## src/rtl/mips_fetch_if.sv

```systemverilog
// rtl/mips_fetch_if.sv - fetch-stage bus: imem req/ack, decoder valid/ready, redirect/except
interface mips_fetch_if;
    logic        imem_req;
    logic [31:0] imem_addr;
    logic        imem_ack;
    logic [31:0] imem_rdata;
    logic        redirect;
    logic [31:0] redirect_pc;
    logic        inst_valid;
    logic        inst_ready;
    logic [31:0] inst;
    logic [31:0] inst_pc;
    logic [5:0]  opcode;
    logic [5:0]  funct;
    logic        except;
    logic        halted;

    modport master (
        output imem_req, imem_addr, inst_valid, inst, inst_pc, opcode, funct, halted,
        input  imem_ack, imem_rdata, redirect, redirect_pc, inst_ready, except
    );

    modport slave (
        input  imem_req, imem_addr, inst_valid, inst, inst_pc, opcode, funct, halted,
        output imem_ack, imem_rdata, redirect, redirect_pc, inst_ready, except
    );
endinterface

```

## src/rtl/mips_fetch.sv

```systemverilog
// rtl/mips_fetch.sv - MIPS instruction fetch: PC, imem req/ack, instruction buffer, redirect/halt
module mips_fetch #(
    parameter logic [31:0] RESET_PC = 32'h0040_0000,
    parameter int          DEPTH    = 2
) (
    input  logic         clock,
    input  logic         reset,
    mips_fetch_if.master bus
);
    localparam int           AW   = (DEPTH > 1) ? $clog2(DEPTH) : 1;
    localparam logic [AW:0]  FULL = (AW + 1)'(DEPTH);

    typedef enum logic [1:0] {
        RUN    = 2'd0,
        DRAIN  = 2'd1,
        HALTED = 2'd2
    } state_t;

    state_t          state;
    state_t          state_next;

    logic [31:0]     pc;
    logic [31:0]     req_addr;
    logic            outstanding;
    logic [31:0]     redirect_target;

    logic [31:0]     buf_inst [DEPTH];
    logic [31:0]     buf_pc   [DEPTH];
    logic [AW-1:0]   rd_ptr;
    logic [AW-1:0]   wr_ptr;
    logic [AW:0]     count;

    logic            empty;
    logic            issue;
    logic            resp;
    logic            push;
    logic            pop;
    logic            exc_take;
    logic            flush;

    assign redirect_target = bus.redirect_pc & ~32'd3;
    assign empty           = (count == '0);

    // Redirect outranks the exception, so an except in a redirect cycle is ignored.
    assign exc_take = bus.inst_valid && bus.inst_ready && bus.except && !bus.redirect;
    assign flush    = bus.redirect || exc_take;

    // Credit rule: a new request only when nothing is in flight and a slot is free,
    // so the response can always be pushed. No new request starts in a flush cycle,
    // because a raised request can never be withdrawn.
    assign issue = !reset && (state == RUN) && !outstanding && (count < FULL)
                   && !bus.redirect && !exc_take;

    assign bus.imem_req  = outstanding || issue;
    assign bus.imem_addr = outstanding ? req_addr : pc;

    assign resp = bus.imem_req && bus.imem_ack;
    assign push = resp && (state == RUN) && !bus.redirect && !exc_take;
    assign pop  = bus.inst_valid && bus.inst_ready && !bus.except && !bus.redirect;

    assign bus.inst_valid = !empty;
    assign bus.halted     = (state == HALTED);
    assign bus.inst       = empty ? 32'd0 : buf_inst[rd_ptr];
    assign bus.inst_pc    = empty ? 32'd0 : buf_pc[rd_ptr];
    assign bus.opcode     = bus.inst[31:26];
    assign bus.funct      = bus.inst[5:0];

    always_ff @(posedge clock) begin
        if (reset) begin
            state <= RUN;
        end else begin
            state <= state_next;
        end
    end

    always_comb begin
        state_next = state;
        if (bus.redirect) begin
            // A request still in flight after this cycle must have its data discarded.
            state_next = (outstanding && !bus.imem_ack) ? DRAIN : RUN;
        end else if (exc_take) begin
            state_next = HALTED;
        end else if ((state == DRAIN) && resp) begin
            state_next = RUN;
        end
    end

    always_ff @(posedge clock) begin
        if (reset) begin
            pc          <= RESET_PC;
            req_addr    <= RESET_PC;
            outstanding <= 1'b0;
            rd_ptr      <= '0;
            wr_ptr      <= '0;
            count       <= '0;
        end else begin
            outstanding <= bus.imem_req && !bus.imem_ack;
            if (issue) begin
                req_addr <= pc;
            end
            if (bus.redirect) begin
                pc <= redirect_target;
            end else if (push) begin
                pc <= pc + 32'd4;
            end
            if (flush) begin
                rd_ptr <= '0;
                wr_ptr <= '0;
                count  <= '0;
            end else begin
                if (push) begin
                    wr_ptr <= wr_ptr + 1'b1;
                end
                if (pop) begin
                    rd_ptr <= rd_ptr + 1'b1;
                end
                case ({push, pop})
                    2'b10:   count <= count + 1'b1;
                    2'b01:   count <= count - 1'b1;
                    default: count <= count;
                endcase
            end
        end
    end

    always_ff @(posedge clock) begin
        if (push) begin
            buf_inst[wr_ptr] <= bus.imem_rdata;
            buf_pc[wr_ptr]   <= pc;
        end
    end
endmodule

```

## src/flat_wrapper.sv

```systemverilog
// flat-port wrapper written by rule: the top's interface ports become plain ports
module mips_fetch_flat 
#(
    parameter logic [31:0] RESET_PC = 32'h0040_0000,
    parameter int          DEPTH    = 2
)
  (clock, reset, bus_imem_req, bus_imem_addr, bus_inst_valid, bus_inst, bus_inst_pc, bus_opcode, bus_funct, bus_halted, bus_imem_ack, bus_imem_rdata, bus_redirect, bus_redirect_pc, bus_inst_ready, bus_except);
  mips_fetch_if bus_i ();
  input  logic clock;
  input  logic reset;
  output wire logic [$bits(bus_i.imem_req)-1:0] bus_imem_req;
  output wire logic [$bits(bus_i.imem_addr)-1:0] bus_imem_addr;
  output wire logic [$bits(bus_i.inst_valid)-1:0] bus_inst_valid;
  output wire logic [$bits(bus_i.inst)-1:0] bus_inst;
  output wire logic [$bits(bus_i.inst_pc)-1:0] bus_inst_pc;
  output wire logic [$bits(bus_i.opcode)-1:0] bus_opcode;
  output wire logic [$bits(bus_i.funct)-1:0] bus_funct;
  output wire logic [$bits(bus_i.halted)-1:0] bus_halted;
  input wire logic [$bits(bus_i.imem_ack)-1:0] bus_imem_ack;
  input wire logic [$bits(bus_i.imem_rdata)-1:0] bus_imem_rdata;
  input wire logic [$bits(bus_i.redirect)-1:0] bus_redirect;
  input wire logic [$bits(bus_i.redirect_pc)-1:0] bus_redirect_pc;
  input wire logic [$bits(bus_i.inst_ready)-1:0] bus_inst_ready;
  input wire logic [$bits(bus_i.except)-1:0] bus_except;
  assign bus_imem_req = bus_i.imem_req;
  assign bus_imem_addr = bus_i.imem_addr;
  assign bus_inst_valid = bus_i.inst_valid;
  assign bus_inst = bus_i.inst;
  assign bus_inst_pc = bus_i.inst_pc;
  assign bus_opcode = bus_i.opcode;
  assign bus_funct = bus_i.funct;
  assign bus_halted = bus_i.halted;
  assign bus_i.imem_ack = bus_imem_ack;
  assign bus_i.imem_rdata = bus_imem_rdata;
  assign bus_i.redirect = bus_redirect;
  assign bus_i.redirect_pc = bus_redirect_pc;
  assign bus_i.inst_ready = bus_inst_ready;
  assign bus_i.except = bus_except;
  mips_fetch #(.RESET_PC(RESET_PC), .DEPTH(DEPTH)) u_core (.clock(clock), .reset(reset), .bus(bus_i));
endmodule
```

## config.mk

```make
export PLATFORM = sky130hd
export DESIGN_NAME = mips_fetch_flat
export DESIGN_NICKNAME = d
export VERILOG_FILES = /design/src/rtl/mips_fetch_if.sv /design/src/rtl/mips_fetch.sv /design/src/flat_wrapper.sv
export SDC_FILE = /design/constraint.sdc
export NUM_CORES = 1
export LEC_CHECK = 0
export ABC_CLOCK_PERIOD_IN_PS = 12700
export BUFFER_PORTS_ARGS = -buffer_cell sky130_fd_sc_hd__buf_2
export CELL_PAD_IN_SITES_DETAIL_PLACEMENT = 1
export CELL_PAD_IN_SITES_GLOBAL_PLACEMENT = 1
export CORE_ASPECT_RATIO = 1.25
export CORE_MARGIN = 8
export CORE_UTILIZATION = 46
export CTS_CLUSTER_DIAMETER = 80
export DETAILED_ROUTE_END_ITERATION = 6
export PLACE_DENSITY_LB_ADDON = 0.08
export SYNTH_ARGS = -nofsm -noshare
export SYNTH_HDL_FRONTEND = slang
export SYNTH_SLANG_ARGS = --single-unit
```

## constraint.sdc

```tcl
create_clock -name clock -period 12.7 [get_ports clock]
set_clock_uncertainty 0.15 [all_clocks]
set_input_delay 2.54 -clock clock [delete_from_list [all_inputs] [get_ports clock]]
set_output_delay 2.54 -clock clock [all_outputs]
set_load 0.02 [all_outputs]
```

Word level (Yosys, flattened, before mapping):

Memories as Yosys holds them, arrays and structs flattened. A register that Yosys moved wholly into a read port is not among the register bits.
Cells that the tools add are included.

* $add $sub $neg: 5
* $lt $le $gt $ge: 1
* eq/ne operators: 4
* mux-type cells: 16
* reduce and logical (&&, ||, !) cells: 33

Operators with widths (number)
* 2-to-1 mux 32 bit: 5
* adder 32 x 3 -> 32 bit (second input constant): 1
* logical AND 1 bit: 17
* zero test 1 bit: 7
* 2-to-1 mux 1 bit: 7
* 2-to-1 mux 2 bit: 3
* equality test 2 x 1 -> 1 bit (second input constant): 2
* equality test 2 bit (second input constant): 2
* zero test 2 bit: 2
* one-hot mux 2 bit (2 select lines): 1
* nonzero test 2 bit: 2
* OR reduction 2 bit: 2
* nonzero test 3 bit: 1
* adder 1 bit (second input constant): 2
* adder 2 x 1 -> 2 bit (second input constant): 1
* logical OR 1 bit: 2
* < comparator 2 bit (second input constant): 1
* subtractor 2 x 1 -> 2 bit (second input constant): 1

* register bits after elaboration: 71
* RAM bits: 128
* output and inout bits: 111
* logic and storage cells: 69
* memories kept: 2

Memories
* u_core.buf_inst: words 2, bits a word 32, read ports 1, clocked after Yosys merged registers in 1, wr ports 1, RTL line mips_fetch.sv:27 `logic [31:0] buf_inst [DEPTH];`
* u_core.buf_pc: words 2, bits a word 32, read ports 1, clocked after Yosys merged registers in 1, wr ports 1, RTL line mips_fetch.sv:28 `logic [31:0] buf_pc [DEPTH];`

Logic depth before layout (Yosys ltp):

* word-level depth: 14
* mapped depth: 8
* depth with buffers taken out: 6

Worst setup path after synthesis:

Ideal clock, no wire load.

* path type: input port to flip-flop
* start point: in bus_redirect
* end point: mem u_core.buf_inst[0][0] (enable)
* arrival time: 5.803 ns
* data required time: 12.068 ns
* slack: 6.265 ns
* stages: 5
* path buffers: 2
* cell sequence: clkbuf_1 > inv_1 > nand4_2 > buf_2 > nor2_1

* cells in the longest elaborated chain, start to end: 11
* elaborated cells on any way between the ends: 12
* classes of those cells: mux (2); reduce/logical (10)

RTL lines
* start, declared: RTL line flat_wrapper.sv:21 `input wire logic [$bits(bus_i.redirect)-1:0] bus_redirect;`
* zero test 1 bit *: RTL line mips_fetch.sv:45, mips_fetch.sv:52, mips_fetch.sv:58
* logical AND 1 bit: RTL line mips_fetch.sv:45 `assign exc_take = bus.inst_valid && bus.inst_ready && bus.except && !bus.redirect;`
* zero test 1 bit: RTL line mips_fetch.sv:52, mips_fetch.sv:58
* logical AND 1 bit: RTL line mips_fetch.sv:52 `&& !bus.redirect && !exc_take;`
* logical OR 1 bit: RTL line mips_fetch.sv:54 `assign bus.imem_req = outstanding || issue;`
* logical AND 1 bit: RTL line mips_fetch.sv:57 `assign resp = bus.imem_req && bus.imem_ack;`
* logical AND 1 bit (2 in a row): RTL line mips_fetch.sv:58 `assign push = resp && (state == RUN) && !bus.redirect && !exc_take;`
* logical AND 1 bit *: RTL line mips_fetch.sv:58
* 2-to-1 mux 1 bit *: RTL line mips_fetch.sv:127 `if (push) begin`
* 2-to-1 mux 1 bit (not written as such) *: RTL line mips_fetch.sv:128 `buf_inst[wr_ptr] <= bus.imem_rdata;`
* end, declared: RTL line mips_fetch.sv:27

Mark *: on every way between the ends. The rest lies on a longest branch, timed or not.

Final worst setup path:

* start point: in reset
* end point: out bus_imem_req

* cells in the longest elaborated chain, start to end: 7

RTL lines
* start, declared: RTL line flat_wrapper.sv:10 `input logic reset;`
* zero test 1 bit: RTL line mips_fetch.sv:51 `assign issue = !reset && (state == RUN) && !outstanding && (count < FULL)`
* logical AND 1 bit (3 in a row): RTL line mips_fetch.sv:51
* logical AND 1 bit (2 in a row): RTL line mips_fetch.sv:52
* logical OR 1 bit: RTL line mips_fetch.sv:54
* end, declared: RTL line flat_wrapper.sv:11 `output wire logic [$bits(bus_i.imem_req)-1:0] bus_imem_req;`

Every way passes these cells.

==> results.ini <==
[outcome]
status = completed

[placement]
gp_congestion = 0.761
numPlacedInstances = 1052
place_area_um2 = 9210
port-buffer-count = 174
hpwl_um = 14800

[routing]
firstDrtPassIters = 4
drcViolationCount = 0
drtIter0Drc = 299
drtAntennaViolNets = 0
num_vias = 5872
wirelength_um = 21800
wire_per_inst_um = 20.1
routed_via_density = 5.42

[yosys]
ys_seq_area_frac = 0.617
avgSynthCellArea_um2 = 11.8
synth-async-reset-ratio = 0
yosys_warnings = 0
synthAdderAreaFrac = 0.00304
synth_top_family_by_area = simple AND/OR/NAND/NOR gates
yosys-top-cells-count = edfxtp_1 (124), nor2_1 (91), nand2_1 (85), dfxtp_1 (68), mux2i_1 (62)
synth_top_area_share = 0.452
synth_area_um2 = 8240
synth_edf_count = 124
synthMuxAreaShare = 0.112
yosysUniqueCellTypes = 42
synth_xor_area_frac = 0.0298
ys.flop_type = edfxtp_1
syn_inst = 701
synth_compound_area_frac = 0.0589
synth-simple-area-share = 0.138
yosys.area.top_type = edfxtp_1
ys_ff_latch = 192
ys_top_cells_by_area = edfxtp_1 (45%), dfxtp_1 (17%), mux2i_1 (7.5%), nor2_1 (4.1%), nand2_1 (3.9%)
synth_most_common_cell = edfxtp_1

[floorplanning]
rows = 54
io_pins = 181
initial_core_util = 0.471
die_y_um = 166
die_x_um = 136
fp.coreArea_um2 = 17500
die_area_um2 = 22500

[sta]
worst_pin_slew_ps = 1170
drv_slew = 0
setup_violations = 0
fin_crit_ps = 6840
setup_tns_ps = 0
finalCritPeriodShare = 0.539
grt_setup_unrepaired = no
relSlewSlack = 0.222
max_freq_mhz = 146
hold_viol = 0

[final_layout]
postLayoutCellArea_um2 = 9790
layout-drive-gt1-share = 0.305
final_cells = 1084
insertedDiodeCount = 0
areaGrowthSynthToFinish_pct = 18.8
num-nets-final = 919

[worst_setup_path]
cp_slowest_stage_delay_ps = 550
crit_arrival_ps = 4150
crit_required_ps = 10010
cp_max_fo = 57
criticalPathCategory = in -> out
crit_family = buffers and inverters
cp_cell_sequence = buf_2, buf_4, clkinv_1, nand3_1, nand2b_1, buf_2
critPathLaunchType = input port
crit_top_cell = buf_2
cp_slowest_cell = buf_4
path_buf_inv = 4
end_kind = primary output

[power]
combinationalPowerShare = 0.073
swShare = 0.241
pwr-share-seq = 0.527
netSwitchingPower_w = 0.000321
p_leak_nw = 3.56
p_int_w = 0.00101
power.density_nw_per_um2 = 136
total_power_w = 0.00133
ir_drop_uv = 76.7
clockPowerShare = 0.400

[clock_network]
cts.sinks = 192
cts_tree = built
cts_setup_buffers = 0
cts_root_buf = clkbuf_16
clk_latency_ps = 430
clk_pin_slew_ps = 70
cts_buffers = 17
clock_path_buffers = 2
hold_buffers = 0
cts_resized = 0
h-tree-depth = 4

[global_routing]
grt_max_degree = 63
grt_use_total = 0.194
antenna_found_initial = 0
grt_overflow = 0
grt_pass1_vias = 6368
grt_pass1_wl_um = 34200

[worst_hold_path]
hold_path_class = reg -> reg

[job]
maxCapViolCount = 0

final timing paths:
path         slack [ps]                        startpoint  cells past startpoint                               end
max                5860                             reset                      6                      bus_imem_req
min                 300  u_core.req_addr[16]$_SDFFE_PP0P_                      2  u_core.req_addr[16]$_SDFFE_PP0P_
max reg2reg        8740     u_core.outstanding$_SDFF_PP0_                      5    u_core.buf_pc[1][19]$_DFFE_PP_
min reg2reg         300  u_core.req_addr[16]$_SDFFE_PP0P_                      2  u_core.req_addr[16]$_SDFFE_PP0P_
area by class of cell:
cell class | instances | area (um2)
Fill cell | 1885 | 7710
Clock buffer | 18 | 429
Multi-Input combinational cell | 442 | 2860
Timing Repair Buffer | 183 | 938
Inverter | 11 | 41.3
Sequential cell | 192 | 5090
Clock inverter | 14 | 155
Tap cell | 224 | 280
layer usage:
layer / global-route usage / wire length (um) / share of wire
met5: 0 / 0 / 0
met4: 0.0639 / 365 / 0.017
met3: 0.0406 / 1060 / 0.049
met2: 0.353 / 11600 / 0.53
met1: 0.216 / 8810 / 0.40
sequential cells by signal, indices dropped and copies added, names as in the netlist, named ones only:
register and count:
u_core.buf_inst 64, u_core.buf_pc 60, u_core.pc 30, u_core.req_addr 30, u_core.count 2, u_core.state 2
u_core.outstanding 1, u_core.rd_ptr 1, u_core.wr_ptr 1
cell usage in the layout, fill, tap and decap left out, types with 3 or more instances in the layout:
| master | synthesis | layout |
|---|---|---|
| conb_1 | 1 | 4 |
| xnor2_1 | 27 | 27 |
| edfxtp_1 | 124 | 124 |
| nor2_1 | 91 | 88 |
| buf_2 | 4 | 174 |
| nor4_1 | 4 | 4 |
| inv_1 | 10 | 10 |
| and4_1 | 5 | 5 |
| a211oi_1 | 20 | 20 |
| dfxtp_1 | 68 | 66 |
| nand4_1 | 4 | 4 |
| nor2_4 | 0 | 3 |
| nor4_2 | 14 | 14 |
| nor3_1 | 6 | 6 |
| clkinv_1 | 1 | 3 |
| clkinv_4 | 0 | 3 |
| nand2_1 | 85 | 85 |
| mux2i_1 | 62 | 62 |
| buf_4 | 17 | 9 |
| nand3_1 | 15 | 15 |
| a21oi_1 | 41 | 41 |
| mux2_2 | 27 | 27 |
| and2_1 | 3 | 3 |
| clkbuf_16 | 0 | 17 |
| o21ai_0 | 13 | 13 |
| inv_6 | 0 | 3 |
power by group through the flow:
stage	Combinational (W)	Clock (W)	Sequential [W]
2_1_floorplan	0.0000635	0	0.000709
6_report	0.0000975	0.000534	0.000703
5_1_grt	0.000106	0.000568	0.000705
3_3_place_gp	0.0000947	0	0.000714
3_5_place_dp	0.0000983	0	0.000717
4_1_cts	0.0000990	0.000543	0.000703
through the flow:
step	hold slack [ps]	setup slack, ps	util
global placement	289	5890	0.526
global route	327	5750	0.559
detailed placement	298	5850	0.526
floorplan	283	6270	-
CTS	308	5850	0.559
finish	304	5860	0.559
logic make-up (layout without fill, tap and decap cells):
logic type,Yosys count,in the layout
and+or+nand+nor,237,237
DFF,192,192
muxes,89,89
AOI/OAI and AO/OA,82,82
buffers and inverters,70,226
xor gates and xnor gates,28,28
adders and majority gates,2,2
other,1,4
tightest hold or removal path: cells and delay by family, from the launching register on:
kind	cells	cell delay [ps]
flops	1	310
simple gates	1	50
compound gates	1	50
No activity file was read; power rests on OpenSTA's default activity.
